==> config.mk <==
export PLATFORM = sky130hd
export DESIGN_NAME = ps2_host_tx
export DESIGN_NICKNAME = d
export VERILOG_FILES = /design/src/rtl/ps2_host_tx.sv
export SDC_FILE = /design/constraint.sdc
export NUM_CORES = 1
export LEC_CHECK = 0
export CELL_PAD_IN_SITES_DETAIL_PLACEMENT = 1
export CELL_PAD_IN_SITES_GLOBAL_PLACEMENT = 1
export CORE_ASPECT_RATIO = 0.9
export CORE_MARGIN = 4
export CORE_UTILIZATION = 48
export CTS_CLUSTER_DIAMETER = 50
export DETAILED_ROUTE_END_ITERATION = 16
export PLACE_DENSITY = 0.95
export SYNTH_ARGS = -nofsm -noshare
export SYNTH_HDL_FRONTEND = slang
export SYNTH_SLANG_ARGS = --single-unit
export TNS_END_PERCENT = 100
==> constraint.sdc <==
create_clock -name CLK -period 4.25 [get_ports CLK]
set_clock_uncertainty 0.05 [all_clocks]
set_input_delay 0.6375 -clock CLK [delete_from_list [all_inputs] [get_ports CLK]]
set_output_delay 0.6375 -clock CLK [all_outputs]
set_load 0.01 [all_outputs]
==> src/rtl/ps2_host_tx.sv <==
// ps2_host_tx: host-to-device PS/2 command transmitter.
// Drives open-drain clock/data through pull-low enables.
module ps2_host_tx #(
  parameter int INHIBIT_CYCLES = 5000,
  parameter int TIMEOUT_CYCLES = 750000,
  parameter int SYNC_STAGES    = 2
) (
  input  logic       CLK,
  input  logic       RST,
  input  logic [7:0] tx_data,
  input  logic       tx_valid,
  output logic       tx_ready,
  output logic       tx_done,
  output logic       tx_error,
  output logic       busy,
  input  logic       PS2_CLK_IN,
  input  logic       PS2_DATA_IN,
  output logic       PS2_CLK_DRIVE_LOW,
  output logic       PS2_DATA_DRIVE_LOW
);

  localparam int IW = $clog2(INHIBIT_CYCLES + 1);
  localparam int TW = $clog2(TIMEOUT_CYCLES + 1);

  typedef enum logic [2:0] {
    S_IDLE,
    S_INHIBIT,
    S_SEND,
    S_ACK,
    S_WAIT
  } state_t;

  logic [SYNC_STAGES-1:0] r_clk_sync;
  logic [SYNC_STAGES-1:0] r_data_sync;
  logic                   r_clk_prev;
  logic                   w_clk_s;
  logic                   w_data_s;
  logic                   w_fe;

  state_t          r_state, w_state_n;
  logic [7:0]      r_shift, w_shift_n;
  logic            r_parity, w_parity_n;
  logic [IW-1:0]   r_inh, w_inh_n;
  logic [3:0]      r_bit, w_bit_n;
  logic [TW-1:0]   r_to, w_to_n;
  logic            r_clk_low, w_clk_low_n;
  logic            r_data_low, w_data_low_n;
  logic            r_err, w_err_n;
  logic            r_done, w_done_n;
  logic            w_active;
  logic            w_ready;

  assign w_clk_s  = r_clk_sync[SYNC_STAGES-1];
  assign w_data_s = r_data_sync[SYNC_STAGES-1];
  assign w_fe     = r_clk_prev & ~w_clk_s;

  // Pin synchronisers and falling-edge history, idle-high.
  always_ff @(posedge CLK) begin
    if (RST) begin
      r_clk_sync  <= '1;
      r_data_sync <= '1;
      r_clk_prev  <= 1'b1;
    end else begin
      r_clk_sync  <= {r_clk_sync[SYNC_STAGES-2:0], PS2_CLK_IN};
      r_data_sync <= {r_data_sync[SYNC_STAGES-2:0], PS2_DATA_IN};
      r_clk_prev  <= w_clk_s;
    end
  end

  // Transfer state and datapath registers.
  always_ff @(posedge CLK) begin
    if (RST) begin
      r_state    <= S_IDLE;
      r_shift    <= '0;
      r_parity   <= 1'b0;
      r_inh      <= '0;
      r_bit      <= '0;
      r_to       <= '0;
      r_clk_low  <= 1'b0;
      r_data_low <= 1'b0;
      r_err      <= 1'b0;
      r_done     <= 1'b0;
    end else begin
      r_state    <= w_state_n;
      r_shift    <= w_shift_n;
      r_parity   <= w_parity_n;
      r_inh      <= w_inh_n;
      r_bit      <= w_bit_n;
      r_to       <= w_to_n;
      r_clk_low  <= w_clk_low_n;
      r_data_low <= w_data_low_n;
      r_err      <= w_err_n;
      r_done     <= w_done_n;
    end
  end

  assign w_ready  = (r_state == S_IDLE) && !r_done;
  assign w_active = (r_state == S_SEND) ||
                    (r_state == S_ACK)  ||
                    (r_state == S_WAIT);

  // Next-state logic; the watchdog overrides the frame sequencing.
  always_comb begin
    w_state_n    = r_state;
    w_shift_n    = r_shift;
    w_parity_n   = r_parity;
    w_inh_n      = r_inh;
    w_bit_n      = r_bit;
    w_to_n       = r_to;
    w_clk_low_n  = r_clk_low;
    w_data_low_n = r_data_low;
    w_err_n      = r_err;
    w_done_n     = 1'b0;

    unique case (r_state)
      S_IDLE: begin
        if (tx_valid && w_ready) begin
          w_shift_n   = tx_data;
          w_parity_n  = ~^tx_data;
          w_inh_n     = '0;
          w_err_n     = 1'b0;
          w_clk_low_n = 1'b1;
          w_state_n   = S_INHIBIT;
        end
      end
      S_INHIBIT: begin
        if (r_inh == IW'(INHIBIT_CYCLES - 1)) begin
          w_clk_low_n  = 1'b0;
          w_data_low_n = 1'b1;
          w_bit_n      = '0;
          w_to_n       = '0;
          w_state_n    = S_SEND;
        end else begin
          w_inh_n = r_inh + IW'(1);
        end
      end
      S_SEND: begin
        if (w_fe) begin
          unique case (1'b1)
            (r_bit < 4'd8):  w_data_low_n = ~r_shift[r_bit[2:0]];
            (r_bit == 4'd8): w_data_low_n = ~r_parity;
            default:         w_data_low_n = 1'b0;
          endcase
          w_bit_n = r_bit + 4'd1;
          if (r_bit == 4'd9) w_state_n = S_ACK;
        end
      end
      S_ACK: begin
        if (w_fe) begin
          w_err_n   = w_data_s;
          w_state_n = S_WAIT;
        end
      end
      S_WAIT: begin
        if (w_clk_s && w_data_s) begin
          w_done_n  = 1'b1;
          w_state_n = S_IDLE;
        end
      end
      default: w_state_n = S_IDLE;
    endcase

    if (w_active) begin
      if (w_fe) begin
        w_to_n = '0;
      end else if (r_to == TW'(TIMEOUT_CYCLES - 1)) begin
        w_clk_low_n  = 1'b0;
        w_data_low_n = 1'b0;
        w_done_n     = 1'b1;
        w_err_n      = 1'b1;
        w_state_n    = S_IDLE;
      end else begin
        w_to_n = r_to + TW'(1);
      end
    end
  end

  assign tx_ready           = w_ready;
  assign busy               = (r_state != S_IDLE);
  assign tx_done            = r_done;
  assign tx_error           = r_done & r_err;
  assign PS2_CLK_DRIVE_LOW  = r_clk_low;
  assign PS2_DATA_DRIVE_LOW = r_data_low;

endmodule

==> After elaboration in Yosys (flattened, before gate mapping) <==
Index checks and enable logic that the tools add are counted.
{ "totals": {"ff_bits": 58, "mem_count": 0, "wordCells": 96, "latch_bits": 0, "rom_bits": 0, "ram_bits": 0} }
{ "classes": {"shift": 0, "n_addsub": 3, "n_mux": 47, "eq_ne": 12, "n_mul": 0, "bitwise": 5, "n_reduce_logical": 14, "n_lt_le_gt_ge": 2, "n_div": 0} }
{ "ops": {"columns": ["cell", "n"], "rows": [
  ["20-bit two-way mux", 5],
  ["3-bit two-way mux", 9],
  ["13-bit two-way mux", 2],
  ["13-bit one-hot mux with 2 select lines", 1],
  ["1-bit two-way mux", 21],
  ["20-bit by 1-bit adder with 20-bit output (second input constant)", 1],
  ["20-bit equality test (second input constant)", 1],
  ["3-bit one-hot mux with 5 select lines", 1],
  ["13-bit by 1-bit adder with 13-bit output (second input constant)", 1],
  ["13-bit equality test (second input constant)", 1],
  ["4-bit equality test (second input constant)", 2],
  ["4-bit two-way mux", 2],
  ["1-bit one-hot mux with 2 select lines", 4],
  ["4-bit one-hot mux with 2 select lines", 1],
  ["8-bit XNOR reduction", 1],
  ["3-bit by 2-bit equality test with 1-bit output (second input constant)", 2],
  ["2-bit inequality test (second input constant)", 3],
  ["3-bit AND reduction", 2],
  ["4-bit by 1-bit adder with 4-bit output (second input constant)", 1],
  ["3-bit by 4-bit less-than comparator with 1-bit output (second input constant)", 1],
  ["4-bit less-than comparator (second input constant)", 1],
  ["2-bit nonzero test", 2],
  ["1-bit binary-select mux with 3-bit select", 1],
  ["3-bit by 1-bit equality test with 1-bit output (second input constant)", 1],
  ["other kinds (10)", 16]
]} }

==> Logic depth before layout (Yosys ltp) <==
{ "depth": {"word_depth": 9, "depth_mapped": 8} }

==> Least setup slack after synthesis <==
OpenSTA, ideal clock, no wires.
{ "synth_path": {"path_type": "register to register", "from": "reg r_inh[3]", "to": "reg r_inh[9]", "period_less_slack_ps": 1961, "setup_time_ps": 128, "setup_slack_ps": 2289, "path_stages_with_launch": 7, "required_time_ps": 4072, "t_arrival_ps": 1783, "path_cell_list": "dfxtp_1 -> or4_4 -> o41ai_4 -> buf_6 -> a211oi_2 -> xnor2_1 -> nor2_1"} }
{ "synth_via": {"elab_chain_len": 3, "elab_cells_between_ends": 6, "classes_between": "add/sub (1); eq/ne (2); mux (2); reduce/logical (1)"} }
{ "synth_rtl": {"columns": ["element", "line_no", "text"], "rows": [
  ["from (decl)", "43", "logic [IW-1:0] r_inh, w_inh_n;"],
  ["from (signal assigned)", "87", "r_inh <= w_inh_n;"],
  ["13-bit by 1-bit adder with 13-bit output / 13-bit equality test (equally long branches)", "134, 127", null],
  ["13-bit two-way mux / 2-bit inequality test (equally long branches)", null, null],
  ["13-bit one-hot mux with 2 select lines / 3-bit AND reduction (equally long branches)", null, null]
]} }
Parallel ways exist; a longest one is shown, timed or not. The select of a mux whose other input is x is not followed.
A chain may end at the register's enable or synchronous reset.

==> Worst setup path after layout <==
{ "layout_path": {"from": "reg r_inh[3]", "to": "reg r_inh[11]"} }
Same word-level chain as after synthesis.

==> metrics.txt <==
# TYPE chip_impl_metric gauge
chip_impl_metric{name="timing.final.crit_period",unit="ns"} 2.60
chip_impl_metric{name="relSlewSlack",unit="%"} 29.3
chip_impl_metric{name="core_area",unit="um^2"} 5860
chip_impl_metric{name="report.final.hold_viol_count",unit=""} 0
chip_impl_metric{name="synth.avg_cell_area",unit="um^2"} 8.37
chip_impl_metric{name="grt_pass1_vias",unit=""} 2975
chip_impl_metric{name="worstPathRequired",unit="ns"} 4.41
chip_impl_metric{name="cts-buffers-inserted",unit=""} 9
chip_impl_metric{name="globalplace.congestion",unit=""} 0.874
chip_impl_metric{name="grt_util_all_layers",unit="%"} 26.2
chip_impl_metric{name="overflow",unit=""} 0
chip_impl_metric{name="dp_cells",unit=""} 429
chip_impl_info{name="timing.hold.worst.start",value="r_clk_sync[0]$_SDFF_PP1_"} 1
chip_impl_metric{name="mappedNetlistArea",unit="um^2"} 2980
chip_impl_metric{name="filler_cell_count",unit=""} 704
chip_impl_metric{name="pin_count",unit=""} 19
chip_impl_metric{name="clkLatencyLatePin",unit="ns"} 0.34
chip_impl_metric{name="clk_transition_reported_paths",unit="ns"} 0.07
chip_impl_info{name="reg2reg_to",value="r_inh[11]$_SDFFE_PP0P_"} 1
chip_impl_info{name="synthFlopType",value="dfxtp_1"} 1
chip_impl_metric{name="arrival",unit="ns"} 2.77
chip_impl_metric{name="pwr_density_cell",unit="nW/um^2"} 363
chip_impl_metric{name="floorplan.initialDensity",unit="%"} 50.9
chip_impl_metric{name="grt_first_pass_wirelength",unit="mm"} 15.3
chip_impl_metric{name="vias_per_instance",unit=""} 6.35
chip_impl_metric{name="row_count",unit=""} 26
chip_impl_metric{name="dr.pass1.iters",unit=""} 4
chip_impl_info{name="clock-root-buffer",value="clkbuf_8"} 1
chip_impl_metric{name="report.final.slew_viol_count",unit=""} 0
chip_impl_metric{name="setup_violations",unit=""} 0
chip_impl_metric{name="min_path_cells",unit=""} 1
chip_impl_metric{name="drtIter0Drc",unit=""} 238
chip_impl_metric{name="tightestPinTransition",unit="ns"} 1.06
chip_impl_metric{name="static-leakage-power",unit="nW"} 1.11
chip_impl_metric{name="route.antenna.remaining_nets",unit=""} 0
chip_impl_metric{name="die-height",unit="um"} 82.8
chip_impl_metric{name="max_freq",unit="GHz"} 0.384
chip_impl_metric{name="ir_drop",unit="mV"} 0.171
chip_impl_info{name="r2r-start",value="r_inh[3]$_SDFFE_PP0P_"} 1
chip_impl_metric{name="final.period_utilization",unit="%"} 61.2
chip_impl_metric{name="port-buffer-count",unit=""} 18
chip_impl_metric{name="timing.max_cap.violations",unit=""} 0
chip_impl_metric{name="final_layout_size_suffix_gt1_share",unit="%"} 9.87
chip_impl_metric{name="synth_seq_cells",unit=""} 58
chip_impl_info{name="timing.critical_path.from_type",value="register"} 1
chip_impl_metric{name="final_hpwl_dp",unit="mm"} 5.93
chip_impl_metric{name="area_growth_syn_to_layout",unit="%"} 14.1
chip_impl_metric{name="routed_wirelength",unit="mm"} 9.25
chip_impl_info{name="status",value="completed"} 1
chip_impl_metric{name="post_synth_top_area_share",unit="%"} 39.0
chip_impl_metric{name="timing.reg2reg.setup_slack",unit="ns"} 1.65
chip_impl_metric{name="grt_max_degree",unit=""} 34
chip_impl_metric{name="insertedDiodeCount",unit=""} 0
chip_impl_info{name="synth.cells.most_frequent",value="dfxtp_1 (58), nand2_1 (42), nor2_1 (36), nand3_1 (31)"} 1
chip_impl_metric{name="routed_vias",unit=""} 2824
chip_impl_info{name="synth_most_common_cell",value="dfxtp_1"} 1
chip_impl_metric{name="number_of_enable_flip_flop_cells_after_synthesis",unit=""} 0
chip_impl_metric{name="clock-sinks",unit=""} 58
chip_impl_metric{name="accumulated_negative_setup_slack",unit="ns"} 0
chip_impl_info{name="critical_path_class",value="reg2reg"} 1
chip_impl_metric{name="clk_path_buf_depth",unit=""} 2
chip_impl_metric{name="netlist_instances",unit=""} 356
chip_impl_metric{name="finalNetCount",unit=""} 388
chip_impl_metric{name="dieWidth",unit="um"} 91.1
chip_impl_info{name="worstHoldEndpoint",value="r_clk_sync[1]$_SDFF_PP1_"} 1
chip_impl_metric{name="holdWs",unit="ns"} 0.361
chip_impl_metric{name="worstRegToRegCells",unit=""} 5
chip_impl_metric{name="layout.core_utilization",unit="%"} 58.1
chip_impl_info{name="worst_setup_path_end_kind",value="register"} 1
chip_impl_info{name="synthDominantAreaCellType",value="dfxtp_1"} 1
chip_impl_metric{name="cts.htree.levels",unit=""} 3
chip_impl_metric{name="postCtsResizedCells",unit=""} 0
chip_impl_info{name="grt_setup_unrepaired",value="false"} 1
chip_impl_metric{name="path_max_fanout",unit=""} 15
chip_impl_info{name="synth.area.top_cells",value="dfxtp_1 (39%), xnor2_1 (5.9%), nand2_1 (5.3%)"} 1
chip_impl_metric{name="post_cts_buffers",unit=""} 0
chip_impl_metric{name="warning_count_from_the_yosys_run",unit=""} 0
chip_impl_metric{name="synth_async_sr_flop_share",unit="%"} 0
chip_impl_metric{name="post_drt_wl_per_cell",unit="um"} 20.8
chip_impl_metric{name="post-route-drc-count",unit=""} 0
chip_impl_info{name="tritoncts",value="done"} 1
chip_impl_metric{name="count_of_hold_fix_buffers_inserted_at_cts",unit=""} 0
chip_impl_metric{name="grt_antenna_before_repair",unit=""} 0
chip_impl_metric{name="die-area",unit="um^2"} 7540
chip_impl_metric{name="synth_sequential_area_ratio",unit="%"} 39.0
chip_impl_metric{name="post_synth_num_cell_types",unit=""} 55
chip_impl_info{name="worstHoldPathType",value="reg2reg"} 1
chip_impl_metric{name="synth.net_count",unit=""} 374
chip_impl_metric{name="final_cell_count_no_fill",unit=""} 445
-- state kept, by name, indices dropped and copies added (netlist names) --
register,cells
r_bit,4
PS2_CLK_DRIVE_LOW,1
r_to,20
r_inh,13
r_clk_sync,2
tx_done,1
r_state,3
r_err,1
PS2_DATA_DRIVE_LOW,1
r_clk_prev,1
r_shift,8
r_parity,1
r_data_sync,2
-- layout make-up --
type / instances / area [um^2] / area share (%)
Timing Repair Buffer: 19 / 188 / 5.52
Clock inverter: 5 / 77.6 / 2.28
Sequential cell: 58 / 1160 / 34.2
Multi-Input combinational cell: 274 / 1710 / 50.4
Inverter: 8 / 30.0 / 0.883
Clock buffer: 11 / 141 / 4.16
Tap cell: 70 / 87.6 / 2.58
-- per-stage QoR --
| stage | worst slack [ns] | power [mW] | instance area [um^2] |
|---|---|---|---|
| floorplan | 2.29 | 0.633 | 2980 |
| global placement | 1.65 | 0.662 | 3180 |
| detailed placement | 1.63 | 0.667 | 3180 |
| CTS | 1.68 | 1.24 | 3400 |
| global route | 1.47 | 1.28 | 3400 |
| finish | 1.65 | 1.24 | 3400 |
-- critical path: stages (launching register included) --
cell and delay (ns):
dfxtp_1 0.39, or4_4 0.56, o41ai_4 0.97, a211oi_1 0.22, xnor2_1 0.22, nor2_1 0.06
-- placed cells by master (no fill, tap or decap), types with 2 or more instances in the layout --
cell             synthesis  final
a211o_1                  3      3
a211oi_1                 6      6
a211oi_2                 2      2
a21oi_1                 20     20
a21oi_2                  4      4
a31oi_1                  8      8
and2_1                   5      5
and3_1                   4      4
and4_1                   3      3
bufinv_16                0      2
clkbuf_8                 0     10
clkdlybuf4s50_1          0     18
clkinv_2                 0      2
dfxtp_1                 58     58
ha_1                     5      5
inv_1                    8      8
mux4_2                   2      2
nand2_1                 42     42
nand2b_1                 7      7
nand3_1                 31     31
nand3b_1                 2      2
nand4_1                  5      5
nand4b_1                 2      2
nor2_1                  36     36
nor3_1                  10     10
nor4_1                   2      2
nor4_2                   2      2
nor4bb_1                 2      2
o211ai_1                 2      2
o21ai_0                  3      3
o21ai_1                  8      8
o31ai_1                  2      2
or2_1                    4      4
or2_2                    3      3
or3_1                    4      4
or4_1                    2      2
xnor2_1                 20     20
xor2_1                   7      7
-- cell families (layout without fill, tap and decap cells) --
family                   Yosys count  in the layout  share of synthesized area [%]
buffers and inverters             24             43                           3.53
multiplexers                       3              3                           1.85
flip-flops                        58             58                           39.0
AO/OA/AOI/OAI                     66             66                           15.4
adder cells (fa/ha/maj)            5              5                           2.10
XOR/XNOR                          27             27                           7.93
AND/OR/NAND/NOR                  173            173                           30.2
-- power by group --
| part | internal (mW) | switching (mW) |
|---|---|---|
| registers | 0.554 | 0.00938 |
| logic | 0.0388 | 0.0567 |
| clock network | 0.344 | 0.232 |
| total | 0.937 | 0.298 |
-- metal layers --
| layer | up-vias | part of all wire [%] | track usage (%) |
|---|---|---|---|
| li1 | 1290 | - | - |
| met1 | 1407 | 42 | 30.5 |
| met2 | 102 | 50 | 47.8 |
| met3 | 25 | 5.6 | 6.07 |
| met4 | 0 | 2.2 | 9.79 |
| met5 | - | 0 | 0 |
-- how the worst max path moves through the flow --
stage / start / end / cells after the start
floorplan: r_inh[3]$_SDFFE_PP0P_ / r_inh[9]$_SDFFE_PP0P_ / 6
global placement: tx_valid / r_inh[12]$_SDFFE_PP0P_ / 5
detailed placement: tx_valid / r_inh[12]$_SDFFE_PP0P_ / 4
CTS: r_inh[3]$_SDFFE_PP0P_ / r_inh[11]$_SDFFE_PP0P_ / 5
global route: r_inh[3]$_SDFFE_PP0P_ / r_inh[8]$_SDFFE_PP0P_ / 5
finish: r_inh[3]$_SDFFE_PP0P_ / r_inh[11]$_SDFFE_PP0P_ / 5
(Power assumes the default switching activity.)
